**src/rtl/pipe_stage_chain.sv**
```systemverilog
// Multi-stage pipeline register chain with per-stage valid and payload, stall-bubble
// insertion, younger-stage flush, and saturating event counters.
module pipe_stage_chain #(
  parameter int unsigned DATA_WIDTH = 32,
  parameter int unsigned STAGES     = 4,
  parameter int unsigned CNT_WIDTH  = 16
) (
  input  logic                         i_clk,
  input  logic                         i_rst,
  input  logic                         i_in_valid,
  input  logic [DATA_WIDTH-1:0]        i_in_data,
  output logic                         o_in_ready,
  input  logic                         i_stall_en,
  input  logic [2:0]                   i_stall_stage,
  input  logic                         i_flush_en,
  input  logic [2:0]                   i_flush_stage,
  output logic [STAGES-1:0]            o_valid,
  output logic [STAGES*DATA_WIDTH-1:0] o_data,
  output logic                         o_out_valid,
  output logic [CNT_WIDTH-1:0]         o_bubble_cnt,
  output logic [CNT_WIDTH-1:0]         o_flush_cnt,
  output logic                         o_idx_err
);

  logic [31:0] stall_idx, flush_idx;
  logic        stall_ok, flush_ok, stall_eff, bubble_ins, idx_bad;

  logic [STAGES-1:0]     valid_q, valid_d, prev_valid;
  logic [DATA_WIDTH-1:0] data_q [STAGES];
  logic [DATA_WIDTH-1:0] data_d [STAGES];
  logic [DATA_WIDTH-1:0] prev_data [STAGES];

  logic [CNT_WIDTH-1:0] bubble_cnt_q, flush_cnt_q;
  logic                 idx_err_q;

  assign stall_idx = {29'd0, i_stall_stage};
  assign flush_idx = {29'd0, i_flush_stage};

  // Requests with an index past the last stage are ignored entirely.
  assign stall_ok  = i_stall_en && (stall_idx < STAGES);
  assign flush_ok  = i_flush_en && (flush_idx < STAGES);
  assign idx_bad   = (i_stall_en && !stall_ok) || (i_flush_en && !flush_ok);
  assign stall_eff = stall_ok && !flush_ok;
  // Stalling the last stage freezes the whole chain, so nothing is injected.
  assign bubble_ins = stall_eff && ((stall_idx + 32'd1) < STAGES);

  assign o_in_ready = ~(flush_ok | stall_ok);

  always_comb begin
    prev_valid    = '0;
    prev_valid[0] = i_in_valid;
    prev_data[0]  = i_in_data;
    for (int unsigned k = 1; k < STAGES; k++) begin
      prev_valid[k] = valid_q[k-1];
      prev_data[k]  = data_q[k-1];
    end
  end

  always_comb begin
    valid_d = valid_q;
    for (int unsigned k = 0; k < STAGES; k++) begin
      data_d[k] = data_q[k];
      if (flush_ok) begin
        if (k <= flush_idx) begin
          valid_d[k] = 1'b0;
          data_d[k]  = '0;
        end else begin
          valid_d[k] = prev_valid[k];
          data_d[k]  = prev_data[k];
        end
      end else if (stall_eff) begin
        if (k <= stall_idx) begin
          valid_d[k] = valid_q[k];
          data_d[k]  = data_q[k];
        end else if (k == stall_idx + 32'd1) begin
          valid_d[k] = 1'b0;
          data_d[k]  = '0;
        end else begin
          valid_d[k] = prev_valid[k];
          data_d[k]  = prev_data[k];
        end
      end else begin
        valid_d[k] = prev_valid[k];
        data_d[k]  = prev_data[k];
      end
    end
  end

  always_ff @(posedge i_clk or posedge i_rst) begin
    if (i_rst) begin
      valid_q <= '0;
      for (int unsigned k = 0; k < STAGES; k++) begin
        data_q[k] <= '0;
      end
    end else begin
      valid_q <= valid_d;
      for (int unsigned k = 0; k < STAGES; k++) begin
        data_q[k] <= data_d[k];
      end
    end
  end

  always_ff @(posedge i_clk or posedge i_rst) begin
    if (i_rst) begin
      bubble_cnt_q <= '0;
      flush_cnt_q  <= '0;
      idx_err_q    <= 1'b0;
    end else begin
      if (bubble_ins && (bubble_cnt_q != {CNT_WIDTH{1'b1}})) begin
        bubble_cnt_q <= bubble_cnt_q + 1'b1;
      end
      if (flush_ok && (flush_cnt_q != {CNT_WIDTH{1'b1}})) begin
        flush_cnt_q <= flush_cnt_q + 1'b1;
      end
      if (idx_bad) begin
        idx_err_q <= 1'b1;
      end
    end
  end

  for (genvar g = 0; g < STAGES; g++) begin : g_out
    assign o_data[g*DATA_WIDTH +: DATA_WIDTH] = data_q[g];
  end

  assign o_valid      = valid_q;
  assign o_out_valid  = valid_q[STAGES-1];
  assign o_bubble_cnt = bubble_cnt_q;
  assign o_flush_cnt  = flush_cnt_q;
  assign o_idx_err    = idx_err_q;

endmodule

```
**config.mk**
```make
export PLATFORM = sky130hd
export DESIGN_NAME = pipe_stage_chain
export DESIGN_NICKNAME = d
export VERILOG_FILES = /design/src/rtl/pipe_stage_chain.sv
export SDC_FILE = /design/constraint.sdc
export NUM_CORES = 1
export LEC_CHECK = 0
export ABC_CLOCK_PERIOD_IN_PS = 6000
export CAP_MARGIN = 20
export CORE_ASPECT_RATIO = 1.2
export CORE_MARGIN = 8
export CORE_UTILIZATION = 41
export DETAILED_ROUTE_END_ITERATION = 6
export PLACE_DENSITY_LB_ADDON = 0.1
export REMOVE_ABC_BUFFERS = 1
export SETUP_SLACK_MARGIN = 0.3
export SKIP_LAST_GASP = 1
export SYNTH_ARGS = -nofsm -noshare
export SYNTH_HDL_FRONTEND = slang
export SYNTH_SLANG_ARGS = --single-unit
```
**constraint.sdc**
```tcl
create_clock -name i_clk -period 6 [get_ports i_clk]
set_clock_uncertainty 0.05 [all_clocks]
set_input_delay 1.2 -clock i_clk [delete_from_list [all_inputs] [get_ports i_clk]]
set_output_delay 1.2 -clock i_clk [all_outputs]
set_load 0.02 [all_outputs]
```
==> reports/metrics.csv, run 1 <==
metric,value,unit
sw frac,29.5,%
post-synthesis compound-gate area fraction,19.9,%
pre-CTS setup slack,1.78,ns
die width,129,um
DP Cell Count,828,
Syn Area/Cell,14.3,sq um
# DRC,0,
Clock Sinks,165,
CTS Root Cell,clkbuf_16,
Crit. End Element,output pin,
main combinational cell family by area after synthesis,compound AO/OA/AOI/OAI gates,
Nets,688,
Post CTS Setup Buffer Count,0,
clock network fraction of total power,32.6,%
Pint,2.13,mW
GPL Wtd Cong,0.818,
share of cells above drive strength 1,7.80,%
Critical Path Fanout Max,4,
vias in the first global route,4970,
Fillers,1245,
Yosys cell types,37,
PortBufs,209,
Vias,4571,
final instance area,9040,sq um
Final setup viols,0,
final core occ,60.2,%
Post-Synth Simple-Gate Area,6.57,%
GRT Total Usage,18.7,%
predominant post-synthesis flop cell,dfrtp_1,
combinational power share,22.3,%
hold crit path type,reg2reg,
Vias/cell,5.33,
Initial Utilization,41.9,%
Final TNS setup,0,ns
Setup CP Type,in2out,
Critical Path RT,4.75,ns
post-synthesis xor/xnor area fraction,4.03,%
detailed placement HPWL,12.3,mm
Clock Path Buffers,2,
post-route minimum period,4.08,ns
Cells after Synth,441,
Crit path arrival time,2.83,ns
Finished Layout Cells,858,
die height,152,um
WHS,0.446,ns
Final period util,68.0,%
Fmax,245,MHz
largest net degree at the start of global routing,92,
Worst-Margin Slew,1.03,ns
Startpoint Class,input pin,
top cell type's share of synthesized area,65.5,%
r2r startpoint,o_flush_cnt[0],
"Endpoint, Worst Hold",o_bubble_cnt[7],
final wirelength,17.8,mm
max-slew violations,0,
RSZ-0062 raised after global routing,false,
final worst slack,1.92,ns
Flop pwr share,45.1,%
ys async rst share,100,%
Post-Place Cell Area,8520,sq um
Post-Synth Adder-Cell Area,0.397,%
First-pass DRT Iterations,4,
drt initial violations,323,
post-synthesis mux area share,0.357,%
r2r setup slk,4.01,ns
clk_lat worst skew,0.42,ns
Synth area leader,dfrtp_1,
"Remaining Overflow, GRT",0,
Routed wire per std cell,20.7,um
switching power of the nets,894,uW
Row Count,49,
peak supply drop,0.000228,V
core area,15000,sq um
P per Cell Area,335,nW/um^2
Area Growth Syn to Fin,43.5,%
Max H-tree Level,4,
CTS-repair resized insts,0,
Tot Pwr,3.03,mW
Synth area leaders,"dfrtp_1 (66%), a22o_1 (18%), xnor2_1 (2.8%)",
top-count cell post-synth,dfrtp_1,
endpoints failing hold,0,
Synth Register Bits,165,
synth warn,0,
number of flops mapped to enable cells by yosys,0,
WHS Path Cells,1,
Post-synth top cells,"dfrtp_1 (165), a22o_1 (132), xnor2_1 (20)",
Clock transition at path regs,0.06,ns
R2R cell count,6,
mapped cell area,6300,sq um
CTS Buf Count,17,
hold buffers post-CTS,0,
antenna violations before repair,0,
Slew HR,31.1,%
RR Endpoint,o_flush_cnt[13],
register area share after synthesis,65.5,%
hold_sp,o_bubble_cnt[7],
leakage,4.04,nW
first-pass GRT wire length,28.6,mm
die area,19600,sq um
max-cap violation count,0,
CTS tree,done,
status,"finished, final reports clean",
Antenna diodes,0,
Boundary Pins,210,
post-route ant nets,0,
-- worst max-delay path: stages --
cell and delay [ns]:
clkdlybuf4s50_1 0.49, and2b_1 0.30, nor2_4 0.20, clkdlybuf4s50_1 0.64
-- layer usage --
| layer | vias to the layer above | global-route usage, % | wire (um) |
|---|---|---|---|
| li1 | 2067 | - | - |
| met1 | 2328 | 22.2 | 7280 |
| met2 | 155 | 30.5 | 8780 |
| met3 | 21 | 6.93 | 1440 |
| met4 | 0 | 5.83 | 266 |
| met5 | - | 0 | 0 |
-- power by group through the flow --
stage / registers, mW / clock network (mW) / logic, mW
final: 1.37 / 0.985 / 0.675
after global routing: 1.39 / 1.05 / 0.720
after CTS: 1.37 / 1.00 / 0.688
after detailed placement: 1.38 / 0 / 0.683
after global placement: 1.38 / 0 / 0.675
after floorplan: 1.52 / 0 / 0.171
-- state kept, by name, summed over array words and instances, names as in the netlist --
register and count:
o_data 128, o_bubble_cnt 16, o_flush_cnt 16, o_valid 4, o_idx_err 1
-- cell families (layout without fill, tap and decap cells) --
| logic type | after synthesis | in the layout |
|---|---|---|
| multiplexers | 2 | 2 |
| flip-flops | 165 | 165 |
| AND/OR/NAND/NOR | 69 | 69 |
| buffers and inverters | 33 | 246 |
| XOR/XNOR | 29 | 29 |
| adder cells (fa/ha/maj) | 2 | 2 |
| AO/OA/AOI/OAI | 141 | 141 |
-- how the worst max path moves through the flow --
stage / from / depth (start not counted) / endpoint
3_5_place_dp: i_stall_en / 6 / o_data[93]
4_1_cts: i_flush_en / 4 / o_in_ready
2_1_floorplan: i_rst / 1 / o_bubble_cnt[0]
6_report: i_flush_stage[2] / 4 / o_in_ready
3_3_place_gp: i_stall_en / 6 / o_data[75]
5_1_grt: i_flush_en / 4 / o_in_ready
-- cells in the final DEF, fill, tap and decap left out, types with 4 or more instances in the layout --
cell type / n
a22o_1: 132
and3_1: 5
buf_4: 4
clkbuf_16: 17
clkdlybuf4s50_1: 209
dfrtp_1: 165
nand2_1: 12
nand3_1: 10
nand4_1: 10
nor2_1: 11
xnor2_1: 20
xor2_1: 9
-- layout make-up --
cell class              count  area, sq um  share of cell area, %
clock inverters             7         50.0                  0.553
flip-flops and latches    165         4130                   45.6
repair buffers            213         2120                   23.5
clock buffers              23          478                   5.28
multi-input cells         243         1990                   22.1
well taps                 204          255                   2.82
inverters                   3         16.3                  0.180
(Power assumes the default switching activity.)
==> run 2: changes to the inputs <==
--- a/config.mk
+++ b/config.mk
@@ -5,7 +5,7 @@
 export SDC_FILE = /design/constraint.sdc
 export NUM_CORES = 1
 export LEC_CHECK = 0
-export ABC_CLOCK_PERIOD_IN_PS = 6000
+export ABC_CLOCK_PERIOD_IN_PS = 3700
 export CAP_MARGIN = 20
 export CORE_ASPECT_RATIO = 1.2
 export CORE_MARGIN = 8
==> constraint.sdc (replaced) <==
create_clock -name i_clk -period 3.7 [get_ports i_clk]
set_clock_uncertainty 0.05 [all_clocks]
set_input_delay 0.74 -clock i_clk [delete_from_list [all_inputs] [get_ports i_clk]]
set_output_delay 0.74 -clock i_clk [all_outputs]
set_load 0.02 [all_outputs]
==> reports/metrics.csv, run 2 (synthesis gave the netlist of run 1 again) <==
metric,value,unit
CTS-repair resized insts,0,
Slew HR,31.4,%
CTS Buf Count,17,
P per Cell Area,567,nW/um^2
Antenna diodes,0,
Setup CP Type,in2out,
"Endpoint, Worst Hold",o_idx_err,
switching power of the nets,1.50,mW
antenna violations before repair,0,
WHS,0.448,ns
Crit. End Element,output pin,
post-route minimum period,3.20,ns
Crit path arrival time,2.41,ns
First-pass DRT Iterations,4,
Fillers,1212,
drt initial violations,363,
"commonest non-fill, non-tap cell in the layout",clkdlybuf4s50_1,
clk_lat worst skew,0.42,ns
DRT met1 WL,7.44,mm
detailed placement HPWL,12.4,mm
Finished Layout Cells,865,
Pint,3.71,mW
Top Layer Used,met4,
vias in the first global route,4747,
Routed wire per std cell,20.9,um
most frequent cells in the layout,"clkdlybuf4s50_1 (209), dfrtp_1 (165), a22o_1 (132), xnor2_1 (20), clkbuf_16 (17)",
"Remaining Overflow, GRT",0,
GRT Total Usage,18.6,%
Max H-tree Level,4,
pre-CTS setup slack,0.495,ns
R2R cell count,6,
hold crit path type,reg2reg,
Tot Pwr,5.22,mW
WL met3,1.63,mm
max-slew violations,0,
Vias/cell,5.34,
status,"finished, final reports clean",
CTS tree,done,
core area,15000,sq um
GPL Wtd Cong,0.817,
met2 wire length,8.86,mm
leakage,4.13,nW
Post CTS Setup Buffer Count,0,
Startpoint Class,input pin,
die area,19600,sq um
PortBufs,209,
# DRC,0,
die width,129,um
post-route ant nets,0,
sw frac,28.8,%
first-pass GRT wire length,28.3,mm
WHS Path Cells,1,
max reg flops,128,
Clock Sinks,165,
Worst-Margin Slew,1.03,ns
final wirelength,18.1,mm
hold_sp,o_idx_err,
CTS Root Cell,clkbuf_16,
Vias,4617,
r2r setup slk,1.74,ns
clock network fraction of total power,36.2,%
Critical Path Fanout Max,4,
endpoints failing hold,0,
Area Growth Syn to Fin,46.0,%
DP Cell Count,833,
hold buffers post-CTS,0,
Row Count,49,
Final setup viols,0,
Boundary Pins,210,
Flop pwr share,42.5,%
Nets,693,
Initial Utilization,41.9,%
max-cap violation count,0,
Critical Path RT,2.91,ns
final worst slack,0.501,ns
RR Endpoint,o_flush_cnt[13],
RSZ-0062 raised after global routing,false,
Final period util,86.5,%
r2r startpoint,o_flush_cnt[0],
peak supply drop,0.000391,V
Clock Path Buffers,2,
largest net degree at the start of global routing,76,
combinational power share,21.3,%
Clock transition at path regs,0.06,ns
share of cells above drive strength 1,9.23,%
die height,152,um
Fmax,313,MHz
==> run 2: layer usage <==
layer / GRT usage (%) / vias to the layer above
met5: 0 / -
met4: 5.55 / 0
met3: 6.83 / 12
met2: 29.4 / 165
met1: 23.2 / 2358
li1: - / 2082
==> run 2: area by class of cell <==
cell class / count / area [sq um] / area share [%]
Sequential cell: 165 / 4130 / 44.9
Timing Repair Buffer: 218 / 2170 / 23.6
Multi-Input combinational cell: 243 / 1990 / 21.7
Clock buffer: 18 / 439 / 4.77
Tap cell: 204 / 255 / 2.77
Clock inverter: 14 / 196 / 2.13
Inverter: 3 / 16.3 / 0.177
==> run 2: worst max path at each step <==
| stage | startpoint | end | depth (start not counted) |
|---|---|---|---|
| 6_report | i_flush_stage[2] | o_in_ready | 4 |
| 5_1_grt | i_flush_en | o_in_ready | 4 |
| 4_1_cts | i_flush_stage[2] | o_in_ready | 4 |
| 3_5_place_dp | i_flush_stage[2] | o_in_ready | 4 |
| 3_3_place_gp | i_flush_stage[2] | o_in_ready | 4 |
| 2_1_floorplan | i_rst | o_bubble_cnt[0] | 1 |
==> run 2: power groups by stage <==
stage                     Clock [mW]  Sequential, mW  Combinational (mW)
after floorplan                    0            2.46               0.277
after global placement             0            2.24                1.11
after detailed placement           0            2.24                1.12
after CTS                       1.93            2.21                1.13
after global routing            2.01            2.25                1.17
final                           1.89            2.22                1.11
==> run 2: worst max-delay path: stages <==
cell	delay, ns
clkdlybuf4s50_1	0.49
and2b_1	0.30
nor2_4	0.22
clkdlybuf4s50_1	0.65
==> run 2: metrics by stage <==
step / instance area, sq um / util [%] / setup TNS, ns
finish: 9200 / 61.3 / 0
global route: 9200 / 61.3 / 0
CTS: 9200 / 61.3 / 0
detailed placement: 8570 / 57.0 / 0
global placement: 8570 / 57.0 / 0
floorplan: 6110 / - / -256.03
==> run 3: changes to the inputs <==
--- a/config.mk
+++ b/config.mk
@@ -6,7 +6,7 @@
 export NUM_CORES = 1
 export LEC_CHECK = 0
 export ABC_CLOCK_PERIOD_IN_PS = 3700
-export CAP_MARGIN = 20
+export CAP_MARGIN = 25
 export CORE_ASPECT_RATIO = 1.2
 export CORE_MARGIN = 8
 export CORE_UTILIZATION = 41
==> reports/metrics.csv, run 3 (synthesis gave the netlist of run 1 again) <==
metric,value,unit
GRT Total Usage,18.6,%
Tot Pwr,5.22,mW
Finished Layout Cells,866,
Routed wire per std cell,21.0,um
Final period util,86.4,%
First-pass DRT Iterations,4,
drt initial violations,358,
Startpoint Class,input pin,
vias in the first global route,4747,
max reg flops,128,
CTS-repair resized insts,0,
max-cap violation count,0,
hold crit path type,reg2reg,
Worst-Margin Slew,0.658,ns
Vias/cell,5.39,
Area Growth Syn to Fin,46.5,%
Crit. End Element,output pin,
Clock transition at path regs,0.07,ns
DP Cell Count,833,
share of cells above drive strength 1,9.37,%
combinational power share,21.4,%
Slew HR,55.7,%
WHS Path Cells,1,
Setup CP Type,in2out,
final wirelength,18.2,mm
largest net degree at the start of global routing,76,
core area,15000,sq um
CTS tree,done,
Critical Path RT,2.91,ns
status,"finished, final reports clean",
Critical Path Fanout Max,4,
hold buffers post-CTS,0,
max-slew violations,0,
Pint,3.72,mW
CTS Buf Count,17,
post-route ant nets,0,
Clock Path Buffers,2,
Post CTS Setup Buffer Count,0,
antenna violations before repair,0,
die width,129,um
GPL Wtd Cong,0.817,
Vias,4668,
endpoints failing hold,0,
Row Count,49,
"commonest non-fill, non-tap cell in the layout",clkdlybuf4s50_1,
"slowest stage cell, crit path",clkdlybuf4s50_1,
sw frac,28.8,%
Flop pwr share,42.5,%
Boundary Pins,210,
R2R cell count,6,
clock network fraction of total power,36.2,%
PortBufs,209,
clk_lat worst skew,0.42,ns
most frequent cells in the layout,"clkdlybuf4s50_1 (209), dfrtp_1 (165), a22o_1 (132), xnor2_1 (20), clkbuf_16 (17)",
WP depth,4,
die area,19600,sq um
switching power of the nets,1.50,mW
die height,152,um
cell mode on critical path,clkdlybuf4s50_1,
Initial Utilization,41.9,%
Max H-tree Level,4,
# DRC,0,
leakage,4.14,nW
"CP delay by family, top",buffers and inverters,
Final setup viols,0,
detailed placement HPWL,12.4,mm
peak supply drop,0.000391,V
first-pass GRT wire length,28.3,mm
final core occ,61.4,%
Fmax,313,MHz
Nets,694,
Crit path arrival time,2.41,ns
post-route minimum period,3.20,ns
Clock Sinks,165,
P per Cell Area,566,nW/um^2
CTS Root Cell,clkbuf_16,
RSZ-0062 raised after global routing,false,
"Cell Chain, Critical Path",clkdlybuf4s50_1 -> and2b_1 -> nor2_4 -> clkdlybuf4s50_1,
WHS,0.448,ns
"Remaining Overflow, GRT",0,
Worst Path Buf+Inv,2,
CP peak stage delay,0.65,ns
Antenna diodes,0,
run 3: metrics by stage:
step / setup slack (ns) / cell area [sq um] / setup TNS (ns)
floorplan: -1.55 / 6110 / -256.03
CTS: 0.494 / 9200 / 0
finish: 0.502 / 9230 / 0
global placement: 0.508 / 8570 / 0
global route: 0.416 / 9230 / 0
detailed placement: 0.495 / 8570 / 0
run 3: cell type report:
type	instances	area, sq um
fillers	1210	5790
multi-input cells	243	1990
inverters	3	16.3
flip-flops and latches	165	4130
clock buffers	18	439
repair buffers	219	2200
well taps	204	255
clock inverters	14	196
run 3: power by group through the flow:
stage / registers [mW] / clock network (mW) / logic (mW)
finish: 2.22 / 1.89 / 1.12
detailed placement: 2.24 / 0 / 1.12
CTS: 2.21 / 1.93 / 1.13
floorplan: 2.46 / 0 / 0.277
global route: 2.25 / 2.01 / 1.18
global placement: 2.24 / 0 / 1.11
run 3: worst reg2reg max path, delay by kind of cell (launching register included):
family                     cells  cell delay (ns)
DFF                            1             0.43
adders and majority gates      1             0.24
and+or+nand+nor                4             0.96
xor gates and xnor gates       1             0.15
run 3: metal layers:
metal  share of wire [%]  GRT usage, %  vias up
li1                    -             -     2086
met1                  41          23.2     2381
met2                  48          29.4      184
met3                 9.4          6.83       17
met4                 1.0          5.55        0
met5                   0             0        -
run 3: path summary, 6_finish.rpt:
path	to	start	slack [ns]
setup / recovery	o_in_ready	i_flush_stage[2]	0.50
hold / removal	o_idx_err	o_idx_err	0.45
setup reg to reg	o_flush_cnt[13]	o_flush_cnt[0]	1.74
hold reg to reg	o_idx_err	o_idx_err	0.45
max in group asynchronous	o_data[17]	i_rst	2.07
min in group asynchronous	o_flush_cnt[1]	i_rst	0.70
